[config.mk]
export PLATFORM = sky130hd
export DESIGN_NAME = exhaust_key_frontend_flat
export DESIGN_NICKNAME = d
export VERILOG_FILES = /design/src/rtl/exhaust_key_if.sv /design/src/rtl/exhaust_key_frontend.sv /design/src/flat_wrapper.sv
export SDC_FILE = /design/constraint.sdc
export NUM_CORES = 1
export LEC_CHECK = 0
export CAP_MARGIN = 10
export CORE_ASPECT_RATIO = 0.6
export CORE_MARGIN = 2
export CORE_UTILIZATION = 38
export DETAILED_ROUTE_END_ITERATION = 6
export HOLD_SLACK_MARGIN = 0.02
export MAX_ROUTING_LAYER = met4
export PLACE_DENSITY = 0.59
export SLEW_MARGIN = 15
export SYNTH_ARGS = -nofsm -noshare
export SYNTH_HDL_FRONTEND = slang
export SYNTH_SLANG_ARGS = --single-unit
[constraint.sdc]
create_clock -name clk -period 4.5 [get_ports clk]
set_input_delay 0.9 -clock clk [delete_from_list [all_inputs] [get_ports clk]]
set_output_delay 0.9 -clock clk [all_outputs]
set_load 0.02 [all_outputs]
[src/rtl/exhaust_key_if.sv]
// Button/key bundle between the hood controller and the key front end.
// The master drives raw buttons and the power state; the slave returns debounced keys and pulses.
interface exhaust_key_if;
    logic [3:0] btn_raw;
    logic       is_on;
    logic       menu_key;
    logic       level1_key;
    logic       level2_key;
    logic       level3_key;
    logic [3:0] key_stable;
    logic       long_menu;

    modport master (
        output btn_raw,
        output is_on,
        input  menu_key,
        input  level1_key,
        input  level2_key,
        input  level3_key,
        input  key_stable,
        input  long_menu
    );

    modport slave (
        input  btn_raw,
        input  is_on,
        output menu_key,
        output level1_key,
        output level2_key,
        output level3_key,
        output key_stable,
        output long_menu
    );
endinterface

[src/rtl/exhaust_key_frontend.sv]
// Range hood key front end: synchronise, debounce, rate-limit and prioritise four buttons.
// Define EXHAUST_KEY_LONGPRESS_EN to add the long-press detector on the menu key.
module exhaust_key_frontend #(
    parameter int DEBOUNCE_CYCLES = 1000000,
    parameter int HOLDOFF_CYCLES  = 4,
    parameter int LONG_CYCLES     = 200000000
) (
    input  logic          clk,
    input  logic          rst,
    exhaust_key_if.slave  kif
);

    if (DEBOUNCE_CYCLES < 1 || DEBOUNCE_CYCLES > 1048575 ||
        HOLDOFF_CYCLES < 0 || HOLDOFF_CYCLES > 255 ||
        LONG_CYCLES < 1 || LONG_CYCLES > 268435455) begin : g_bad_param
        $error("exhaust_key_frontend: parameter out of range");
    end

    localparam logic [19:0] DB_LAST = 20'(DEBOUNCE_CYCLES - 1);
    localparam logic [7:0]  HO_LOAD = 8'(HOLDOFF_CYCLES);

    typedef enum logic {
        READY   = 1'b0,
        HOLDOFF = 1'b1
    } emit_state_t;

    logic [3:0]       sync_p0;
    logic [3:0]       sync_p1;
    logic [3:0]       stable_p2;
    logic [3:0]       stable_d_p3;
    logic [3:0][19:0] db_cnt;
    logic [3:0]       press;

    emit_state_t state;
    emit_state_t state_nxt;
    logic [7:0]  ho_cnt;
    logic [7:0]  ho_cnt_nxt;
    logic [3:0]  pulse;
    logic [3:0]  pulse_nxt;

    // Stage p0/p1: two-flop synchroniser for the asynchronous buttons
    always_ff @(posedge clk or posedge rst) begin
        if (rst) begin
            sync_p0 <= '0;
            sync_p1 <= '0;
        end else begin
            sync_p0 <= kif.btn_raw;
            sync_p1 <= sync_p0;
        end
    end

    // Stage p2: per-key debounce; a level is accepted after DEBOUNCE_CYCLES consecutive mismatches
    always_ff @(posedge clk or posedge rst) begin
        if (rst) begin
            stable_p2 <= '0;
            db_cnt    <= '0;
        end else begin
            for (int i = 0; i < 4; i++) begin
                if (sync_p1[i] != stable_p2[i]) begin
                    if (db_cnt[i] == DB_LAST) begin
                        stable_p2[i] <= sync_p1[i];
                        db_cnt[i]    <= '0;
                    end else begin
                        db_cnt[i] <= db_cnt[i] + 20'd1;
                    end
                end else begin
                    db_cnt[i] <= '0;
                end
            end
        end
    end

    // Stage p3: delayed copy for rising-edge (press) detection
    always_ff @(posedge clk or posedge rst) begin
        if (rst) begin
            stable_d_p3 <= '0;
        end else begin
            stable_d_p3 <= stable_p2;
        end
    end

    assign press = stable_p2 & ~stable_d_p3;

    always_ff @(posedge clk or posedge rst) begin
        if (rst) begin
            state  <= READY;
            ho_cnt <= '0;
            pulse  <= '0;
        end else begin
            state  <= state_nxt;
            ho_cnt <= ho_cnt_nxt;
            pulse  <= pulse_nxt;
        end
    end

    // Presses seen outside READY or while powered off are dropped, never deferred
    always_comb begin
        state_nxt  = state;
        ho_cnt_nxt = ho_cnt;
        pulse_nxt  = '0;
        case (state)
            READY: begin
                if (kif.is_on && (press != 4'b0000)) begin
                    if (press[0]) begin
                        pulse_nxt = 4'b0001;
                    end else if (press[3]) begin
                        pulse_nxt = 4'b1000;
                    end else if (press[2]) begin
                        pulse_nxt = 4'b0100;
                    end else begin
                        pulse_nxt = 4'b0010;
                    end
                    if (HO_LOAD != 8'd0) begin
                        state_nxt  = HOLDOFF;
                        ho_cnt_nxt = HO_LOAD;
                    end
                end
            end
            HOLDOFF: begin
                if (ho_cnt <= 8'd1) begin
                    ho_cnt_nxt = '0;
                    state_nxt  = READY;
                end else begin
                    ho_cnt_nxt = ho_cnt - 8'd1;
                end
            end
            default: begin
                state_nxt  = READY;
                ho_cnt_nxt = '0;
            end
        endcase
    end

    assign kif.menu_key   = pulse[0];
    assign kif.level1_key = pulse[1];
    assign kif.level2_key = pulse[2];
    assign kif.level3_key = pulse[3];
    assign kif.key_stable = stable_p2;

`ifdef EXHAUST_KEY_LONGPRESS_EN
    localparam logic [27:0] LONG_MAX  = 28'(LONG_CYCLES);
    localparam logic [27:0] LONG_LAST = 28'(LONG_CYCLES - 1);

    logic [27:0] long_cnt;
    logic        long_pulse;

    function automatic logic [27:0] sat_inc(input logic [27:0] v, input logic [27:0] lim);
        return (v >= lim) ? lim : v + 28'd1;
    endfunction

    // The pulse fires on the edge the counter reaches LONG_CYCLES; saturation prevents a repeat
    always_ff @(posedge clk or posedge rst) begin
        if (rst) begin
            long_cnt   <= '0;
            long_pulse <= 1'b0;
        end else begin
            long_pulse <= 1'b0;
            if (stable_p2[0]) begin
                long_cnt   <= sat_inc(long_cnt, LONG_MAX);
                long_pulse <= kif.is_on && (long_cnt == LONG_LAST);
            end else begin
                long_cnt <= '0;
            end
        end
    end

    assign kif.long_menu = long_pulse;
`else
    assign kif.long_menu = 1'b0;
`endif

endmodule
[src/flat_wrapper.sv]
// flat-port wrapper written by rule: the top's interface ports become plain ports
module exhaust_key_frontend_flat 
#(
    parameter int DEBOUNCE_CYCLES = 1000000,
    parameter int HOLDOFF_CYCLES  = 4,
    parameter int LONG_CYCLES     = 200000000
)
  (clk, rst, kif_btn_raw, kif_is_on, kif_menu_key, kif_level1_key, kif_level2_key, kif_level3_key, kif_key_stable, kif_long_menu);
  exhaust_key_if kif_i ();
  input  logic clk;
  input  logic rst;
  input wire logic [$bits(kif_i.btn_raw)-1:0] kif_btn_raw;
  input wire logic [$bits(kif_i.is_on)-1:0] kif_is_on;
  output wire logic [$bits(kif_i.menu_key)-1:0] kif_menu_key;
  output wire logic [$bits(kif_i.level1_key)-1:0] kif_level1_key;
  output wire logic [$bits(kif_i.level2_key)-1:0] kif_level2_key;
  output wire logic [$bits(kif_i.level3_key)-1:0] kif_level3_key;
  output wire logic [$bits(kif_i.key_stable)-1:0] kif_key_stable;
  output wire logic [$bits(kif_i.long_menu)-1:0] kif_long_menu;
  assign kif_i.btn_raw = kif_btn_raw;
  assign kif_i.is_on = kif_is_on;
  assign kif_menu_key = kif_i.menu_key;
  assign kif_level1_key = kif_i.level1_key;
  assign kif_level2_key = kif_i.level2_key;
  assign kif_level3_key = kif_i.level3_key;
  assign kif_key_stable = kif_i.key_stable;
  assign kif_long_menu = kif_i.long_menu;
  exhaust_key_frontend #(.DEBOUNCE_CYCLES(DEBOUNCE_CYCLES), .HOLDOFF_CYCLES(HOLDOFF_CYCLES), .LONG_CYCLES(LONG_CYCLES)) u_core (.clk(clk), .rst(rst), .kif(kif_i));
endmodule
==> reports/metrics.yaml <==
status: "complete, no violations"
synth_top_area_cell: "dfrtp_1"
hold_class: "flip-flop to flip-flop"
portBuffers: 14
fmax_mhz: 425
rr_startpoint: "u_core.db_cnt[55]"
drt-total-wl_mm: 9.84
start_util: 0.385
p_total_mw: 1.88
dp_hpwl_mm: 6.83
crit_fanout: 5
die_h_um: 94.7
crit_chain: "clkdlybuf4s50_1"
drive_gt1_frac: 0.0833
holdPathStages: 0
crit_required_ns: 3.60
ff2ff_setup_slack_ns: 2.16
synthTopCellsByArea: "dfrtp_1 52%, xnor2_1 5.5%, nor2_1 4.9%"
rr_endpoint: "u_core.db_cnt[50]"
synthToLayoutAreaGrowth_pct: 11.7
ioPinCount: 16
antenna_cells: 0
avgViaCountPerCell: 5.27
die_area_um2: 14700
ys_top_cells_by_count: "109 x dfrtp_1, 68 x nor2_1, 33 x xnor2_1"
worst_pin_slew_ns: 0.963
r2r_cells: 4
worst_slack_ns: 2.15
avgSynthCellArea_um2: 10.2
grtUsageTotal: 0.148
min_period_over_period: 0.523
cts_tree: "done"
setup_viol: 0
gp_congestion: 0.805
cp_data_arrival_time_ns: 1.45
drc: 0
post-route-util: 0.430
h-tree-depth: 3
fin_nets: 536
finalHoldViolations: 0
cts_hold_buffers: 0
antenna_found_initial: 0
clockBufferDepth: 2
dp_cells: 687
maxCapViolCount: 0
synth_ff_type: "dfrtp_1"
p_per_area_nw_per_um2: 322
postRouteAntennaNets: 0
grt_pass1_vias: 3453
synth_edf_count: 0
grt_overflow_total: 0
place_area_um2: 5510
die_w_um: 155
min_from: "u_core.sync_p0[3]"
cts_resized: 0
via_count: 3706
post-cts-setup-buffers: 0
hold_ws_ns: 0.347
slew_viol_final: 0
fin_crit_ns: 2.35
synth-seq-cells: 109
postSynthCellCount: 509
syn_nets: 522
firstDrtPassIters: 4
drtIter0Drc: 192
cp_num_buf_inv: 1
cts_buffers: 9
path_delay_family: "buffers and inverters"
worstSetupPathType: "flip-flop to output port"
yosysTopAreaCellShare: 0.523
syn_area_um2: 5210
peakVddDrop_mv: 0.166
cts.reportedPaths.clkPinSlew_ns: 0.07
pre_cts_ws_ns: 2.09
clockRootBuffer: "clkbuf_16"
core_um2: 13500
power.leakage_nw: 2.33
grt_pass1_wl_mm: 16.9
critPathLaunchType: "flip-flop"
synth.most_common_cell: "dfrtp_1"
fin_skew_ns: 0.00973
maxSlewHeadroom: 0.358
crit_path_end_kind: "output port"
fin_setup_tns_ns: 0
grt_max_degree: 81
seq_area_frac_synth: 0.523
cts.sinks: 109
yosys_warnings: 0
wire_per_inst_um: 14.0
finalInstanceArea_um2: 5820
slowest_stage: "clkdlybuf4s50_1"
clk_latency_ns: 0.35
fillCellCount: 1303
max_stage_delay_ns: 0.64
holdPathEnd: "u_core.sync_p1[3]"
synth.distinct_cells: 46
rsz0062_at_grt: "false"
instances_no_fill: 703
ys_async_sr_fraction: 1.00
num_rows: 33
## metal layers
metal  GRT usage  part of all wire  vias up  wire [um]
li1            -                 -     1846          -
met1       0.216              0.53     1795       5250
met2       0.197              0.41       54       4000
met3      0.0422             0.044       11        438
met4      0.0436             0.016        0        156
met5           -                 0        -          0
## cells in the final DEF, fill, tap and decap left out, drive strengths merged, types with 9 or more instances in the layout
cell           instances
nor2                  68
xor2                  24
xnor2                 33
o21ai                 15
nand4                 22
a21oi                 20
nor3                  17
inv                   18
nand3                 23
clkbuf                10
or3                   14
and3                   9
dfrtp                109
nand2                 29
nor4                  15
or4                   12
clkdlybuf4s50         14
## cell families after synthesis
| logic type | Yosys count | share of synthesized area |
|---|---|---|
| adder cells (fa/ha/maj) | 6 | 0.0144 |
| buffers and inverters | 32 | 0.0305 |
| XOR/XNOR | 57 | 0.0958 |
| flip-flops | 109 | 0.523 |
| AO/OA/AOI/OAI | 56 | 0.0684 |
| AND/OR/NAND/NOR | 244 | 0.258 |
| multiplexers | 4 | 0.00864 |
| other | 1 | 0.000720 |
## registers in the layout, summed over array words and instances, names as in the netlist
name and cells:
u_core.ho_cnt 8, u_core.state 1, u_core.sync_p0 4, u_core.db_cnt 80, u_core.kif.key_stable 4, u_core.pulse 4
u_core.sync_p1 4, u_core.stable_d_p3 4
## area by class of cell
type	count	area, um2	share of cell area
sequential	109	2730	0.468
multi-input combinational	368	2330	0.400
clock buffer	10	239	0.0410
tap	175	219	0.0376
timing repair buffer	18	170	0.0292
clock inverter	6	71.3	0.0122
inverter	17	66.3	0.0114
## how the worst max path moves through the flow
stage                             start                end  cells past startpoint
6_report       u_core.kif.key_stable[2]  kif_key_stable[2]                      1
5_1_grt               u_core.db_cnt[52]  u_core.db_cnt[47]                      4
4_1_cts        u_core.kif.key_stable[2]  kif_key_stable[2]                      1
3_5_place_dp                        rst  u_core.db_cnt[73]                      3
3_3_place_gp                        rst  u_core.db_cnt[73]                      3
2_1_floorplan                       rst   u_core.db_cnt[0]                      1
## report_power, final
part | switching (mW) | internal (mW)
combinational | 0.0415 | 0.0171
clock | 0.364 | 0.451
sequential | 0.0111 | 0.991
Note: power is estimated with default switching activity, not from simulation.
